<file path="src/rtl/seg7_scan_driver_if.sv">
// Host-side bundle for seg7_scan_driver: digit data and controls in,
// segment/anode pins and status out.
interface seg7_scan_driver_if #(
   parameter int unsigned DIGITS = 8
);
   logic [4*DIGITS-1:0] data_in;
   logic                load;
   logic                en;
   logic [DIGITS-1:0]   blank;
   logic [6:0]          hex;
   logic [DIGITS-1:0]   AN;
   logic                frame_tick;
   logic                pending;

   modport master (
      output data_in, load, en, blank,
      input  hex, AN, frame_tick, pending
   );

   modport slave (
      input  data_in, load, en, blank,
      output hex, AN, frame_tick, pending
   );
endinterface

</file>
<file path="src/rtl/seg7_scan_driver.sv">
// Time-multiplexed common-anode 7-segment scanner with frame-synchronous double buffering.
// Define LEAD_ZERO_BLANK_EN to darken leading-zero digits (digit 0 always shown).
module seg7_scan_driver #(
   parameter int unsigned DIGITS      = 8,
   parameter int unsigned REFRESH_DIV = 100000
) (
   input logic                clk,
   input logic                rst_n,
   seg7_scan_driver_if.slave  bus
);
   localparam int unsigned    PSC_W    = $clog2(REFRESH_DIV);
   localparam int unsigned    IDX_W    = (DIGITS > 1) ? $clog2(DIGITS) : 1;
   localparam logic [PSC_W-1:0] PSC_LAST = PSC_W'(REFRESH_DIV - 1);
   localparam logic [PSC_W-1:0] PSC_PRE  = PSC_W'(REFRESH_DIV - 2);
   localparam logic [IDX_W-1:0] IDX_LAST = IDX_W'(DIGITS - 1);

   logic [PSC_W-1:0]    psc_q;
   logic [IDX_W-1:0]    idx_q;
   logic [4*DIGITS-1:0] active_q;
   logic [4*DIGITS-1:0] pend_buf_q;
   logic                pending_q;
   logic                tick_q;
   logic [6:0]          hex_q;
   logic [DIGITS-1:0]   an_q;

   logic                psc_tc;
   logic                boundary;
   logic                tick_d;
   logic [3:0]          nibble;
   logic [6:0]          glyph;
   logic                dark;
   logic [DIGITS-1:0]   lz_dark;

`ifdef LEAD_ZERO_BLANK_EN
   // Walk down from the top digit; a digit is dark while everything above it is zero.
   always_comb begin
      logic zeros;
      zeros   = 1'b1;
      lz_dark = '0;
      for (int i = int'(DIGITS) - 1; i > 0; i--) begin
         zeros      = zeros & (active_q[4*i +: 4] == 4'h0);
         lz_dark[i] = zeros;
      end
   end
`else
   assign lz_dark = '0;
`endif

   always_comb begin
      psc_tc   = (psc_q == PSC_LAST);
      boundary = psc_tc && (idx_q == IDX_LAST);
      // Registered one cycle early so the pulse lands on the wrap cycle itself.
      tick_d   = (psc_q == PSC_PRE) && (idx_q == IDX_LAST);
      nibble   = active_q[4*idx_q +: 4];
      dark     = !bus.en || bus.blank[idx_q] || lz_dark[idx_q];
      glyph    = 7'h7F;
      case (nibble)
         4'h0: glyph = 7'h40;
         4'h1: glyph = 7'h79;
         4'h2: glyph = 7'h24;
         4'h3: glyph = 7'h30;
         4'h4: glyph = 7'h19;
         4'h5: glyph = 7'h12;
         4'h6: glyph = 7'h02;
         4'h7: glyph = 7'h78;
         4'h8: glyph = 7'h00;
         4'h9: glyph = 7'h10;
         4'hA: glyph = 7'h08;
         4'hB: glyph = 7'h03;
         4'hC: glyph = 7'h46;
         4'hD: glyph = 7'h21;
         4'hE: glyph = 7'h06;
         4'hF: glyph = 7'h0E;
         default: glyph = 7'h7F;
      endcase
   end

   always_ff @(posedge clk or negedge rst_n) begin
      if (!rst_n) begin
         psc_q      <= '0;
         idx_q      <= '0;
         active_q   <= '0;
         pend_buf_q <= '0;
         pending_q  <= 1'b0;
         tick_q     <= 1'b0;
         hex_q      <= 7'h7F;
         an_q       <= '1;
      end else begin
         psc_q <= psc_tc ? '0 : psc_q + 1'b1;
         if (psc_tc) begin
            idx_q <= (idx_q == IDX_LAST) ? '0 : idx_q + 1'b1;
         end

         // A load on the boundary bypasses the pending buffer and wins over it.
         if (boundary) begin
            if (bus.load) begin
               active_q <= bus.data_in;
            end else if (pending_q) begin
               active_q <= pend_buf_q;
            end
            pending_q <= 1'b0;
         end else if (bus.load) begin
            pend_buf_q <= bus.data_in;
            pending_q  <= 1'b1;
         end

         tick_q <= tick_d;
         hex_q  <= dark ? 7'h7F : glyph;
         an_q   <= dark ? '1 : ~(DIGITS'(1) << idx_q);
      end
   end

   assign bus.hex        = hex_q;
   assign bus.AN         = an_q;
   assign bus.frame_tick = tick_q;
   assign bus.pending    = pending_q;
endmodule
</file>
<file path="src/flat_wrapper.sv">
// flat-port wrapper written by rule: the top's interface ports become plain ports
module seg7_scan_driver_flat 
#(
   parameter int unsigned DIGITS      = 8,
   parameter int unsigned REFRESH_DIV = 100000
)
  (clk, rst_n, bus_data_in, bus_load, bus_en, bus_blank, bus_hex, bus_AN, bus_frame_tick, bus_pending);
  seg7_scan_driver_if #(.DIGITS(DIGITS)) bus_i ();
  input logic clk;
  input logic rst_n;
  input wire logic [$bits(bus_i.data_in)-1:0] bus_data_in;
  input wire logic [$bits(bus_i.load)-1:0] bus_load;
  input wire logic [$bits(bus_i.en)-1:0] bus_en;
  input wire logic [$bits(bus_i.blank)-1:0] bus_blank;
  output wire logic [$bits(bus_i.hex)-1:0] bus_hex;
  output wire logic [$bits(bus_i.AN)-1:0] bus_AN;
  output wire logic [$bits(bus_i.frame_tick)-1:0] bus_frame_tick;
  output wire logic [$bits(bus_i.pending)-1:0] bus_pending;
  assign bus_i.data_in = bus_data_in;
  assign bus_i.load = bus_load;
  assign bus_i.en = bus_en;
  assign bus_i.blank = bus_blank;
  assign bus_hex = bus_i.hex;
  assign bus_AN = bus_i.AN;
  assign bus_frame_tick = bus_i.frame_tick;
  assign bus_pending = bus_i.pending;
  seg7_scan_driver #(.DIGITS(DIGITS), .REFRESH_DIV(REFRESH_DIV)) u_core (.clk(clk), .rst_n(rst_n), .bus(bus_i));
endmodule
</file>
<file path="config.mk">
export PLATFORM = sky130hd
export DESIGN_NAME = seg7_scan_driver_flat
export DESIGN_NICKNAME = d
export VERILOG_FILES = /design/src/rtl/seg7_scan_driver_if.sv /design/src/rtl/seg7_scan_driver.sv /design/src/flat_wrapper.sv
export SDC_FILE = /design/constraint.sdc
export NUM_CORES = 1
export LEC_CHECK = 0
export ABC_AREA = 1
export CAP_MARGIN = 20
export CORE_ASPECT_RATIO = 1.25
export CORE_MARGIN = 4
export CORE_UTILIZATION = 55
export CTS_CLUSTER_DIAMETER = 60
export DETAILED_ROUTE_END_ITERATION = 12
export PLACE_DENSITY = 0.77
export SLEW_MARGIN = 25
export SYNTH_ARGS = -nofsm -noshare
export SYNTH_HDL_FRONTEND = slang
export SYNTH_SLANG_ARGS = --single-unit
</file>
<file path="constraint.sdc">
create_clock -name clk -period 2.1 [get_ports clk]
set_input_delay 0.525 -clock clk [delete_from_list [all_inputs] [get_ports clk]]
set_output_delay 0.525 -clock clk [all_outputs]
set_load 0.05 [all_outputs]
</file>
==> Word-level counts from Yosys, hierarchy flattened <==
Memory sizes are Yosys's and may differ from the RTL's.
Index checks and enable logic that the tools add are counted.
{ "totals": {"in_bits": 44, "rom_bits": 120, "regBits": 101, "mem_count": 2} }
{ "classes": {"addsub": 2, "magnitude_cmp": 1, "shifts": 2, "mux": 11, "n_eq_ne": 3, "bitwise_logic": 2, "n_reduce_logical": 9} }
{ "mem_list": {"columns": ["name", "depth", "word_bits", "rd", "rd_clocked_by_memory_dff", "write_ports", "line_no", "rtl"], "rows": [
  ["(name not given)", 16, 7, 1, 0, 0, "seg7_scan_driver.sv:57", "case (nibble)"],
  ["(name not given)", 8, 1, 1, 0, 0, "seg7_scan_driver.sv:55", "dark = !bus.en || bus.blank[idx_q] || lz_dark[idx_q];"]
]} }
{ "ops": {"columns": ["cell", "count"], "rows": [
  ["32-bit 2-to-1 mux", 2],
  ["17-bit == test (second input constant)", 2],
  ["32-bit by 6-bit variable part select with 4-bit output", 1],
  ["17-bit by 1-bit adder with 17-bit output (second input constant)", 1],
  ["17-bit 2-to-1 mux", 1],
  ["8-bit 2-to-1 mux", 1],
  ["8-bit NOT", 1],
  ["1-bit by 3-bit << shifter with 8-bit output (first input constant)", 1],
  ["7-bit 2-to-1 mux", 1],
  ["3-bit by 4-bit less-than comparator with 1-bit output (second input constant)", 1],
  ["1-bit 2-to-1 mux", 4],
  ["2-bit AND reduction", 2],
  ["2-bit nonzero test", 2],
  ["3-bit by 1-bit adder with 3-bit output (second input constant)", 1],
  ["1-bit binary-select mux with 3-bit select", 1],
  ["3-bit == test (second input constant)", 1],
  ["3-bit 2-to-1 mux", 1],
  ["1-bit logical AND", 2],
  ["1-bit logical OR", 2],
  ["1-bit logical NOT", 1],
  ["1-bit NOT", 1]
]} }

==> Logic depth before layout (Yosys ltp) <==
{ "depth": {"ltp_word": 5, "mapped_depth": 13} }

==> Worst setup path after synthesis <==
Ideal clock, no wire load.
{ "synth_path": {"kind": "register to register", "startpoint": "register u_core.idx_q[0]", "endpoint": "register u_core.hex_q[6] (netlist: u_core.bus.hex[6])", "n_path_buf": 1, "required_time_ns": 2.011, "t_arrival_ns": 1.709, "synth_period_minus_slack_ns": 1.798, "setup_slack_ns": 0.302, "path_stages_with_launch": 13, "path_cell_list": "dfrtp_1 > inv_2 > clkbuf_1 > nand2_1 > nand3_1 > nand3_1 > nand2_1 > inv_1 > ha_1 > nand3_1 > nand2_1 > nand2_1 > nand3_1"} }
{ "synth_between": {"elab_chain_len": 5, "word_cells_on_any_way": 9} }
{ "synth_lines": {"columns": ["element", "line_no", "rtl"], "rows": [
  ["from (decl)", "seg7_scan_driver.sv:18", "logic [IDX_W-1:0] idx_q;"],
  ["from (signal assigned)", "seg7_scan_driver.sv:91", "idx_q <= (idx_q == IDX_LAST) ? '0 : idx_q + 1'b1;"],
  ["branches (longest 4 deep; another with memory read 16 x 7 bit)", null, null],
  ["7-bit 2-to-1 mux *", "seg7_scan_driver.sv:108", "hex_q <= dark ? 7'h7F : glyph;"],
  ["to (signal assigned)", "seg7_scan_driver.sv:108", null],
  ["to (decl)", "seg7_scan_driver.sv:23", "logic [6:0] hex_q;"]
]} }
Every way passes the cells marked *. The select of a mux whose other input is x is not followed.
A chain may end at the register's enable or synchronous reset.

==> Worst setup path in the final report <==
{ "layout_path": {"startpoint": "register u_core.pending_q (netlist: u_core.bus.pending)", "endpoint": "output bus_pending"} }
{ "layout_rtl": {"columns": ["element", "line_no", "rtl"], "rows": [
  ["from (decl)", "seg7_scan_driver.sv:21", "logic pending_q;"],
  ["from (signal assigned)", "seg7_scan_driver.sv:84", "pending_q <= 1'b0;"],
  ["from (signal assigned)", "seg7_scan_driver.sv:101", "pending_q <= 1'b0;"],
  ["from (signal assigned)", "seg7_scan_driver.sv:104", "pending_q <= 1'b1;"],
  ["to (decl)", "flat_wrapper.sv:18", "output wire logic [$bits(bus_i.pending)-1:0] bus_pending;"]
]} }
No word-level cell between the ends.

==> qor.txt <==
Setup-failing EPs final - 0
Worst slack at placement - 215 ps
Antenna Violating Nets Remaining - 0
Initial core utilization - 0.560
Fin cells - 891
Maximum cell stage delay along the critical path - 820 ps
Hold Buf Count CTS - 0
Most frequently used cell type in the post-synthesis netlist - nand2_1
Maximum number of pins on one net before global-route repair - 102
Floorplan die height - 118 um
Class of the worst hold path - in2async
Number of clock sinks seen by CTS - 101
Leak pwr - 3.26 nW
I/O pin cnt - 61
Critical-path top delay cell - clkdlybuf4s50_1
Achievable Freq - 0.486 GHz
Number of enable-type register cells in the synthesized netlist - 0
Logic pwr share - 0.084
Library cell with the largest summed area after synthesis - dfrtp_1
Startpoint type of the worst setup path - flop
Vias in the first global route - 4308
Post-route DRC - 0
Layout overhead on the synthesized area - 17.9%
Period utilisation layout - 0.980
Reported net switching power - 0.929 mW
Gr ovfl total - 0
Relative contribution of sequential cells to total power - 0.526
Cells after Synth - 705
Share of layout cells above drive strength 1 - 0.106
Peak ir drop on the vdd network - 0.000515 V
PwrDens - 616 nW/um2
Final cell utilization of the core - 0.660
Dpl cells - 875
Sequence of cells on the critical path - clkdlybuf4s50_1
Result of the run - finished, final reports clean
Most common flop cell mapped by yosys - dfrtp_1
Dominant cells by area after synthesis - dfrtp_1 40%, nand2_1 18%, nand3_1 10%, dfstp_2 7.4%, inv_1 5.9%
Clock tree from TritonCTS - built
Gates resized, CTS repair - 0
Clock Tree Root - clkbuf_16
Area share of the largest cell type after synthesis - 0.402
Die footprint - 11400 um2
Number of violations reported at the end of detailed-routing iteration 0 - 289
Final Hold Violating Endpoints - 0
Average routed wire per standard cell - 12.5 um
Maximum fanout count along the critical path - 2
Cell family with the largest share of critical-path delay - buffers and inverters
Wire length of the first global-routing pass - 18800 um
Finished Cell Area - 6310 um2
Critical path start-end classification - reg2out
Data required time of the critical path - 1570 ps
Clk pwr share - 0.390
Layout Skew - 9.98 ps
Clk Latency, worst-skew pair - 350 ps
FF+latch count, synth - 101
Actual transition at the worst max-transition pin - 534 ps
Final min period - 2060 ps
Unique cell type count in the Yosys netlist - 32
Post-synthesis sequential area ratio - 0.476
Setup slack after layout - 41.3 ps
Cell internal pwr - 2.96 mW
Clock-pin slew on the worst setup and hold paths - 70 ps
DP HPWL - 7860 um
Diodes inserted - 0
Number of antenna violations at the first check in global routing - 0
Post-CTS setup buffer count - 0
Total of max-cap violations - 0
Via-to-Cell Ratio - 5.14
Placed cell area - 6040 um2
Async set-reset flop share out of synthesis - 1.00
Port Buffers - 60
Post-Route WL - 11100 um
Worst slack on hold paths - 196 ps
Arrival @ worst endpoint - 1530 ps
Vias after detailed routing - 4584
Std cell rows - 40
Final Wtd Congestion - 0.863
Switching part of the total power - 0.239
Core area - 9560 um2
Synthesized cell area - 5350 um2
Unrepaired setup endpoints after global routing - false
Number of warnings printed during yosys synthesis - 0
Number of buffers inserted during clock tree synthesis - 9
Crit path buf inv count - 1
Summed negative setup slack over all endpoints - 0 ps
Top cell types by occurrence after synthesis - 261 x nand2_1, 107 x nand3_1, 86 x dfrtp_1
Post-layout nets - 818
Relative slew slack - 0.644
Slew Limit Fails - 0
Count of H-tree levels built during CTS - 3
Total iterations of the first detailed-routing run - 7
GR Util All Layers - 0.206
Horizontal die dimension - 96.2 um
Maximum buffer depth of the clock tree - 2
Mean instance size in the synthesized netlist - 7.59 um2
Kind of end point of the critical path - output pin
Number of nets in the synthesized netlist - 763
Overall Power - 3.89 mW
-- logic make-up (layout without fill, tap and decap cells) --
kind of cell | after synthesis | after routing | synth area share
AND/OR/NAND/NOR | 414 | 414 | 0.335
buffers and inverters | 121 | 181 | 0.0982
flip-flops | 101 | 101 | 0.476
AO/OA/AOI/OAI | 48 | 48 | 0.0463
adder cells (fa/ha/maj) | 14 | 14 | 0.0327
XOR/XNOR | 7 | 7 | 0.0115
-- power by group through the flow --
stage / Sequential (mW) / Clock (mW) / Combinational, mW
after floorplan: 2.10 / 0 / 0.140
after global routing: 2.05 / 1.62 / 0.369
after detailed placement: 2.08 / 0 / 0.331
final: 2.04 / 1.52 / 0.326
after global placement: 2.07 / 0 / 0.323
after CTS: 2.04 / 1.54 / 0.332
-- registers in the layout, indices dropped and copies added, names as in the netlist --
signal                 flops
u_core.active_q           32
u_core.pend_buf_q         32
u_core.psc_q              17
u_core.bus.AN              8
u_core.bus.hex             7
u_core.idx_q               3
u_core.bus.frame_tick      1
u_core.bus.pending         1
-- final timing paths --
| path | startpoint | end | slack (ps) | cells after the start |
|---|---|---|---|---|
| worst min register to register | u_core.pend_buf_q[6]$_DFFE_PN0P_ | u_core.pend_buf_q[6]$_DFFE_PN0P_ | 470 | 2 |
| min in group clk | u_core.pend_buf_q[6]$_DFFE_PN0P_ | u_core.pend_buf_q[6]$_DFFE_PN0P_ | 470 | 2 |
| worst max-delay path | u_core.bus.pending$_DFFE_PN0P_ | bus_pending | 40 | 1 |
| worst min-delay path | rst_n | u_core.psc_q[9]$_DFF_PN0_ | 200 | 2 |
| worst max register to register | u_core.idx_q[0]$_DFFE_PN0N_ | u_core.bus.hex[6]$_DFF_PN1_ | 200 | 11 |
| max in group asynchronous | rst_n | u_core.bus.hex[1]$_DFF_PN1_ | 1460 | 2 |
-- layout by cell type, fill, tap and decap left out, drive strengths merged --
master and instances:
nand2 264, nand3 110, inv 87, dfrtp 86
clkdlybuf4s50 44, o21ai 38, buf 34, nor2 19
dfstp 15, ha 14, clkbuf 10, nand4 8
a21oi 8, nor3 7, xor2 7, clkinv 4
or2 3, nor4 2, clkinvlp 2, a211oi 1
nand3b 1, a31oi 1
-- per-layer routing --
metal  wire (um)  global-route usage
met1        4960               0.275
met2        5360               0.333
met3         576              0.0267
met4         229              0.0845
met5           0                   0
-- cell type report --
class / count / area, um2
clock inverters: 6 / 38.8
well taps: 126 / 158
flip-flops and latches: 101 / 2550
repair buffers: 78 / 733
clock buffers: 10 / 229
fillers: 820 / 3250
inverters: 87 / 327
multi-input cells: 483 / 2280
No activity file was read; power rests on OpenSTA's default activity.
